===== config.mk =====
export PLATFORM = sky130hd
export DESIGN_NAME = sync_fifo
export DESIGN_NICKNAME = d
export VERILOG_FILES = /design/src/rtl/sync_fifo_pkg.sv /design/src/rtl/sync_fifo_mem.sv /design/src/rtl/sync_fifo.sv
export SDC_FILE = /design/constraint.sdc
export NUM_CORES = 1
export LEC_CHECK = 0
export CAP_MARGIN = 0
export CELL_PAD_IN_SITES_DETAIL_PLACEMENT = 2
export CELL_PAD_IN_SITES_GLOBAL_PLACEMENT = 2
export CORE_MARGIN = 2
export CORE_UTILIZATION = 47
export CTS_CLUSTER_DIAMETER = 50
export DETAILED_ROUTE_END_ITERATION = 6
export PLACE_DENSITY_LB_ADDON = 0.2
export SKIP_CTS_REPAIR_TIMING = 1
export SLEW_MARGIN = 15
export SYNTH_ARGS = -nofsm -noshare
export SYNTH_HDL_FRONTEND = slang
export SYNTH_SLANG_ARGS = --single-unit
export TNS_END_PERCENT = 30

===== constraint.sdc =====
create_clock -name clk -period 6.4 [get_ports clk]
set_input_delay 1.28 -clock clk [delete_from_list [all_inputs] [get_ports clk]]
set_output_delay 1.28 -clock clk [all_outputs]
set_load 0.03 [all_outputs]

===== src/rtl/sync_fifo_pkg.sv =====
// rtl/sync_fifo_pkg.sv - shared sizing helpers and parameter legality checks for sync_fifo
package sync_fifo_pkg;

  function automatic int ptr_w(input int depth);
    return $clog2(depth) + 1;
  endfunction

  function automatic bit is_pow2(input int v);
    return (v >= 2) && ((v & (v - 1)) == 0);
  endfunction

  function automatic bit params_ok(input int width, input int depth,
                                   input int afull, input int aempty);
    return (width >= 1) && is_pow2(depth) &&
           (afull >= 1) && (afull <= depth) &&
           (aempty >= 0) && (aempty <= depth - 1);
  endfunction

endpackage


===== src/rtl/sync_fifo_mem.sv =====
// rtl/sync_fifo_mem.sv - WIDTHxDEPTH storage, one write port, one registered read port
module sync_fifo_mem #(
  parameter int WIDTH = 8,
  parameter int DEPTH = 16,
  localparam int AW = $clog2(DEPTH)
) (
  input  logic             i_clk,
  input  logic             i_resetn,
  input  logic             i_wr_en,
  input  logic [AW-1:0]    i_wr_addr,
  input  logic [WIDTH-1:0] i_wr_data,
  input  logic             i_rd_en,
  input  logic [AW-1:0]    i_rd_addr,
  output logic [WIDTH-1:0] o_rd_data
);

  logic [WIDTH-1:0] r_mem [DEPTH];
  logic [WIDTH-1:0] r_rd_data;

  always_ff @(posedge i_clk) begin
    if (i_wr_en) begin
      r_mem[i_wr_addr] <= i_wr_data;
    end
  end

  // Read-before-write: a same-address write this cycle is not visible until next read.
  always_ff @(posedge i_clk) begin
    if (!i_resetn) begin
      r_rd_data <= '0;
    end else if (i_rd_en) begin
      r_rd_data <= r_mem[i_rd_addr];
    end
  end

  assign o_rd_data = r_rd_data;

endmodule


===== src/rtl/sync_fifo.sv =====
// rtl/sync_fifo.sv - single-clock FIFO with occupancy count, threshold flags and push-through when full
// Optional sticky overflow/underflow flags are built when SYNC_FIFO_ERR_EN is defined.
module sync_fifo
  import sync_fifo_pkg::*;
#(
  parameter int WIDTH         = 8,
  parameter int DEPTH         = 16,
  parameter int AFULL_THRESH  = DEPTH - 2,
  parameter int AEMPTY_THRESH = 2
) (
  input  logic                         clk,
  input  logic                         reset_n,
  input  logic                         push,
  input  logic [WIDTH-1:0]             data_in,
  input  logic                         pop,
  output logic [WIDTH-1:0]             data_out,
  output logic                         data_out_valid,
  output logic [$clog2(DEPTH):0]       count,
  output logic                         full,
  output logic                         empty,
  output logic                         almost_full,
  output logic                         almost_empty,
  input  logic                         err_clr,
  output logic                         overflow,
  output logic                         underflow
);

  localparam int AW = $clog2(DEPTH);
  localparam int CW = ptr_w(DEPTH);
  localparam logic [CW-1:0] AF_T  = CW'(AFULL_THRESH);
  localparam logic [CW-1:0] AE_T  = CW'(AEMPTY_THRESH);
  localparam logic [CW-1:0] FULLC = CW'(DEPTH);
  localparam logic          AF_RST = (AFULL_THRESH == 0);

  if (!params_ok(WIDTH, DEPTH, AFULL_THRESH, AEMPTY_THRESH)) begin : g_bad_params
    $error("sync_fifo: illegal WIDTH/DEPTH/threshold parameters");
  end

  logic [CW-1:0] r_wr_ptr, r_rd_ptr, r_count;
  logic          r_full, r_empty, r_afull, r_aempty, r_dout_valid;
  logic          w_push_ok, w_pop_ok;
  logic [CW-1:0] w_count_nxt;

  // A push into a full FIFO is only legal when the oldest word leaves in the same cycle.
  assign w_push_ok   = push & (~r_full | pop);
  assign w_pop_ok    = pop & ~r_empty;
  assign w_count_nxt = r_count + CW'(w_push_ok) - CW'(w_pop_ok);

  always_ff @(posedge clk) begin
    if (!reset_n) begin
      r_wr_ptr     <= '0;
      r_rd_ptr     <= '0;
      r_count      <= '0;
      r_full       <= 1'b0;
      r_empty      <= 1'b1;
      r_afull      <= AF_RST;
      r_aempty     <= 1'b1;
      r_dout_valid <= 1'b0;
    end else begin
      if (w_push_ok) r_wr_ptr <= r_wr_ptr + CW'(1);
      if (w_pop_ok)  r_rd_ptr <= r_rd_ptr + CW'(1);
      r_count      <= w_count_nxt;
      r_full       <= (w_count_nxt == FULLC);
      r_empty      <= (w_count_nxt == '0);
      r_afull      <= (w_count_nxt >= AF_T);
      r_aempty     <= (w_count_nxt <= AE_T);
      r_dout_valid <= w_pop_ok;
    end
  end

  sync_fifo_mem #(
    .WIDTH (WIDTH),
    .DEPTH (DEPTH)
  ) u_mem (
    .i_clk     (clk),
    .i_resetn  (reset_n),
    .i_wr_en   (w_push_ok),
    .i_wr_addr (r_wr_ptr[AW-1:0]),
    .i_wr_data (data_in),
    .i_rd_en   (w_pop_ok),
    .i_rd_addr (r_rd_ptr[AW-1:0]),
    .o_rd_data (data_out)
  );

`ifdef SYNC_FIFO_ERR_EN
  logic r_overflow, r_underflow;

  // A new error in the same cycle as err_clr keeps the flag set.
  always_ff @(posedge clk) begin
    if (!reset_n) begin
      r_overflow  <= 1'b0;
      r_underflow <= 1'b0;
    end else begin
      r_overflow  <= (push & ~w_push_ok) | (r_overflow  & ~err_clr);
      r_underflow <= (pop & r_empty)     | (r_underflow & ~err_clr);
    end
  end

  assign overflow  = r_overflow;
  assign underflow = r_underflow;
`else
  logic w_unused_err_clr;
  assign w_unused_err_clr = err_clr;
  assign overflow  = 1'b0;
  assign underflow = 1'b0;
`endif

  assign data_out_valid = r_dout_valid;
  assign count          = r_count;
  assign full           = r_full;
  assign empty          = r_empty;
  assign almost_full    = r_afull;
  assign almost_empty   = r_aempty;

endmodule


==> results of run 1 <==
[per-stage QoR]
stage / worst slack [ns] / area, sq um
floorplan: 3.03 / 6260
global placement: 2.34 / 6600
detailed placement: 2.27 / 6600
CTS: 2.65 / 7190
global route: 2.53 / 7230
finish: 2.68 / 7230
[critical path, stage by stage]
cell and delay, ns:
clkdlybuf4s50_1 0.52, nand2b_1 0.17, and2_1 0.29, inv_2 0.07, ha_1 0.27, inv_1 0.04
ha_1 0.19, fa_1 0.41, a21o_1 0.19, a21oi_2 0.16, xnor2_1 0.23, and4bb_1 0.26
[Yosys cell counts (all sizes together), types with 2 or more instances]
cell | count | share of area, %
a21o | 3 | 0.36
a21oi | 18 | 1.5
a22oi | 16 | 1.9
and2 | 14 | 1.4
buf | 22 | 3.0
clkbuf | 3 | 0.18
dfxtp | 26 | 8.3
edfxtp | 128 | 61
ha | 10 | 2.0
inv | 8 | 0.48
mux2i | 65 | 10
nand2 | 31 | 1.9
nand2b | 3 | 0.30
nand3 | 26 | 2.1
nor2 | 13 | 0.78
nor2b | 5 | 0.50
nor3 | 4 | 0.32
o31ai | 2 | 0.24
xnor2 | 8 | 1.1
xor2 | 2 | 0.28
[report_power, final]
| group | internal (mW) | switching, mW | total [mW] |
|---|---|---|---|
| combinational | 0.208 | 0.305 | 0.514 |
| sequential | 1.14 | 0.0495 | 1.19 |
| clock | 0.644 | 0.405 | 1.05 |
[state kept, by name, summed over array words and instances, names as in the netlist]
name	flops
count	5
u_mem.r_mem	128
full	1
r_rd_ptr	4
u_mem.o_rd_data	8
data_out_valid	1
almost_empty	1
almost_full	1
empty	1
r_wr_ptr	4
[per-layer routing]
| layer | global-route usage (%) | routed length [microns] | up-vias |
|---|---|---|---|
| li1 | - | - | 1597 |
| met2 | 45.7 | 9200 | 91 |
| met1 | 32.6 | 7310 | 1914 |
| met3 | 5.08 | 590 | 26 |
| met5 | 0 | 0 | - |
| met4 | 8.53 | 324 | 0 |
[cell type report]
class / instances / area (sq um) / area share (%)
Inverter: 8 / 30.0 / 0.415
Tap cell: 176 / 220 / 3.04
Multi-Input combinational cell: 231 / 1680 / 23.2
Clock buffer: 20 / 437 / 6.04
Timing Repair Buffer: 34 / 348 / 4.81
Clock inverter: 10 / 151 / 2.09
Sequential cell: 154 / 4370 / 60.4
[worst max path at each step]
stage	endpoint	depth (start not counted)	slack (ns)
floorplan	full$_SDFF_PN0_	11	3.03
global placement	full$_SDFF_PN0_	12	2.34
detailed placement	full$_SDFF_PN0_	12	2.27
CTS	full$_SDFF_PN0_	12	2.65
global route	full$_SDFF_PN0_	12	2.53
finish	full$_SDFF_PN0_	12	2.68
[cells by family after synthesis]
group	count (synthesis)
adder cells (fa/ha/maj)	11
buffers and inverters	33
AND/OR/NAND/NOR	102
flip-flops	154
other	1
multiplexers	65
AO/OA/AOI/OAI	41
XOR/XNOR	10
==> results.md, run 1 <==
* Critical Path Fanout Max at 6
* Clk root buf: clkbuf_16
* Post-layout utilization of the core at a little under three fifths
* Post-synthesis simple-gate area fraction at a little over 8%
* Vias in the first global route at ~4100
* Reg2reg path depth at 7
* RSZ-0062 raised after global routing: false
* Area of the core at 13100 sq um
* IO Pins at 33
* Initial Utilization at between 40% and 50%
* Worst Hold Class: reg -> reg
* Final Cycle Share at between 50% and 60%
* Layout cell share with drive strength beyond 1 at around 8.1%
* Cells after synthesis at 417
* Worst setup SP type: primary input
* CTS tree: built
* P per Cell Area at 381 nW/um^2
* Most used DFF post-synth: edfxtp_1
* FMAX at 269 MHz
* Synth Area in XOR/XNOR at around 1.4%
* Worst skew pair latency at about 0.43 ns
* Worst relative slew slack at approximately 30%
* Initial antenna violation count at 0
* Placed insts at roughly 600
* FF+latch count, synth at roughly 150
* Total power at about 2.8 mW
* Hold_sp: u_mem.o_rd_data[6]$_SDFFE_PN0P_
* CP required at 6.77 ns
* Clock tree buffer depth at 2
* Port Buf Inserts at 29
* Combinational family with the most area after synthesis: multiplexers
* Post-route ant nets at 0
* Clock skew at 0.0134 ns
* Clock transition at the registers of the reported paths at approximately 0.060 ns
* Hold Path Depth at 2
* Aggregate negative setup slack at 0 ns
* Chip width at between 100 and 150 microns
* Area Overhead vs Synth at 15.6%
* Min Clock Period, post-route at between 3 and 4 ns
* Pre-antenna DRT Iters at 5
* Max IR drop VDD at ~0.00022 V
* Routed vias/inst at roughly 5.7
* Pleak at around 2.4 nW
* Antenna fix cells at 0
* Kind of critical path: in -> reg
* Row Count at 42
* Ys async rst share at 0%
* Run status: finished, final reports clean
* Worst slew pin tran at 1.05 ns
* Post-synth EDFFs at 128
* R2r endpoint: full$_SDFF_PN0_
* Final Max Slew Viols at 0
* GPL Wtd Cong at ~0.71
* Worst setup EP type: register
* Detailed Place HPWL at about 10000 microns
* Yosys warnings at 0
* R2R Setup Slk at approximately 3.7 ns
* Post-synthesis adder-cell area fraction at under 10%
* Mapped Area at around 6300 sq um
* Seq/Total Area, Yosys at 69.8%
* # DRC at 0
* DRT Wirelength at about 17000 microns
* Synth Area in Compound Gates at under 10%
* DR vias at 3628
* CP startpoint: pop
* Most frequent cells in the layout: edfxtp_1 (128), mux2i_1 (65), nand2_1 (31), clkdlybuf4s50_1 (29), nand3_1 (26)
* Most common cell after layout, fill and taps aside: edfxtp_1
* Worst Hold Slack at ~0.48 ns
* CTS H-tree lvls at 4
* Num CTS Buffers at 17
* First DRT Iteration DRCs at 350
* Pin count of the biggest net entering global routing at between 60 and 70
* GRT overflow at 0
* Fillers at roughly 1200
* Mean Syn Cell Area at roughly 15 sq um
* Die area at 14200 sq um
* Yosys cell types at 36
* GRT Total Usage at a little over a quarter
* Mux share of post-synthesis cell area at 10.4%
* Sink Count at 154
* Final cell count without fillers at around 630
* Die height at around 120 microns
* RR Startpoint: empty$_SDFF_PN1_
* Final Net Count at 470
* First-pass GRT wire length at between 20000 and 30000 microns
* Arr. time, crit path at 4.09 ns
* Final Hold Viols at 0
* WL/cell at 27.5 microns
* Max cap viols at 0
* Final number of setup-violating endpoints at 0
* Worst Hold End: u_mem.o_rd_data[6]$_SDFFE_PN0P_
Note: power is estimated with default switching activity, not from simulation.
==> run 2: changes to the inputs <==
- CORE_UTILIZATION: 47 -> 39
- clock period: 6.4 -> 3.4 ns (I/O delays scaled with it)
==> results.md, run 2 (synthesized netlist as in run 1, its figures left out) <==
* Min Clock Period, post-route at between 2 and 3 ns
* CTS tree: built
* Vias in the first global route at 3944
* Final Net Count at 488
* Worst setup EP type: register
* # DRC at 0
* Die height at 131 microns
* Aggregate negative setup slack at 0 ns
* Worst Hold End: u_mem.o_rd_data[6]$_SDFFE_PN0P_
* Most common cell after layout, fill and taps aside: edfxtp_1
* Final cell count without fillers at ~690
* IO Pins at 33
* Pre-antenna DRT Iters at 4
* Max IR drop VDD at about 0.00042 V
* First-pass GRT wire length at roughly 23000 microns
* Initial Utilization at between 30 and 40%
* Clock transition at the registers of the reported paths at 0.06 ns
* Worst slew pin tran at approximately 0.9 ns
* CTS H-tree lvls at 4
* RSZ-0062 raised after global routing: false
* Routed vias/inst at around 5.1
* WL/cell at 22.0 microns
* RR Startpoint: full$_SDFF_PN0_
* CP cell instances: clkdlybuf4s50_1, nand2b_1, and2_1, inv_2, ha_1, inv_1, ha_1, fa_1, xor2_1, or3_1, and4bb_1
* Hold Path Depth at 2
* Critical Path Fanout Max at 4
* Fillers at roughly 1500
* Worst skew pair latency at approximately 0.44 ns
* Initial antenna violation count at 0
* Clock tree buffer depth at 2
* Sink Count at 154
* Layout cell share with drive strength beyond 1 at around 12%
* Kind of critical path: in -> reg
* Final Hold Viols at 0
* Row Count at 46
* FMAX at roughly 340 MHz
* Most frequent cells in the layout: edfxtp_1 (128), mux2i_1 (65), nand2_1 (31), clkdlybuf4s50_1 (29), nand3_1 (26)
* Worst Hold Slack at around 0.45 ns
* Arr. time, crit path at around 3.3 ns
* DRT Wirelength at approximately 15000 microns
* Max reg flops at 128
* Worst relative slew slack at about two fifths
* Slowest stage delay, CP at around 0.51 ns
* Clock skew at 0.00685 ns
* Final Max Slew Viols at 0
* Pin count of the biggest net entering global routing at 44
* Antenna fix cells at 0
* GRT overflow at 0
* DR vias at between 3000 and 4000
* Clk root buf: clkbuf_16
* CP required at 3.78 ns
* Post-route ant nets at 0
* R2r endpoint: full$_SDFF_PN0_
* Placed insts at around 660
* Final number of setup-violating endpoints at 0
* Die area at roughly 17000 sq um
* GPL Wtd Cong at 0.721
* Max cap viols at 0
* Reg2reg path depth at 10
* GRT Total Usage at 19.4%
* Slowest cell on crit path: clkdlybuf4s50_1
* Num CTS Buffers at 17
* Final Cycle Share at 86.3%
* Worst setup SP type: primary input
* First DRT Iteration DRCs at 262
* Run status: finished, final reports clean
* CP most frequent cell: ha_1
* Area of the core at about 16000 sq um
* Most flops, register: u_mem.r_mem
* Detailed Place HPWL at around 9700 microns
* P per Cell Area at between 600 and 700 nW/um^2
* Chip width at ~130 microns
* Area Overhead vs Synth at 18.2%
* Worst Hold Class: reg -> reg
* Hold_sp: u_mem.o_rd_data[6]$_SDFFE_PN0P_
* Port Buf Inserts at 29
* Pleak at around 2.4 nW
* R2R Setup Slk at ~0.93 ns
-- run 2: critical path, delay by kind of cell --
family | cells | cell delay [ns]
xor+xnor | 1 | 0.20
simple gates | 4 | 0.95
buf+inv | 3 | 0.60
fa+ha+maj | 3 | 0.87
-- run 2: final cells by class --
cell class / count / area, sq um / share of cell area [%]
sequential: 154 / 4370 / 59.1
multi-input combinational: 231 / 1670 / 22.5
timing repair buffer: 52 / 475 / 6.43
clock buffer: 18 / 429 / 5.80
tap: 216 / 270 / 3.66
clock inverter: 14 / 154 / 2.08
inverter: 8 / 30.0 / 0.406
-- run 2: how the worst max path moves through the flow --
stage	cells past startpoint	end	startpoint	slack, ns
floorplan	11	full$_SDFF_PN0_	pop	0.63
CTS	12	full$_SDFF_PN0_	pop	0.46
global route	11	full$_SDFF_PN0_	pop	0.27
global placement	11	full$_SDFF_PN0_	pop	0.09
finish	11	full$_SDFF_PN0_	pop	0.47
detailed placement	12	full$_SDFF_PN0_	pop	-0.007
-- run 2: power breakdown --
| group | switching (mW) | internal (mW) |
|---|---|---|
| sequential | 0.0957 | 2.15 |
| clock | 0.765 | 1.14 |
| combinational | 0.544 | 0.401 |
| total | 1.40 | 3.70 |
-- run 2: per-layer routing --
layer / part of all wire (%) / GRT usage (%) / vias to the layer above
li1: - / - / 1632
met1: 43 / 23.8 / 1840
met2: 52 / 33.2 / 62
met3: 2.9 / 4.48 / 19
met4: 2.0 / 7.88 / 0
met5: 0 / 0 / -
-- run 2: stage by stage --
stage	area (sq um)	setup WS, ns	total power, mW	utilization (%)
3_3_place_gp	6810	0.0949	3.20	43.2
4_1_cts	7390	0.465	5.16	46.9
2_1_floorplan	6260	0.632	2.91	-
3_5_place_dp	6810	-0.00681	3.24	43.2
5_1_grt	7390	0.272	5.31	46.9
6_report	7390	0.467	5.10	46.9
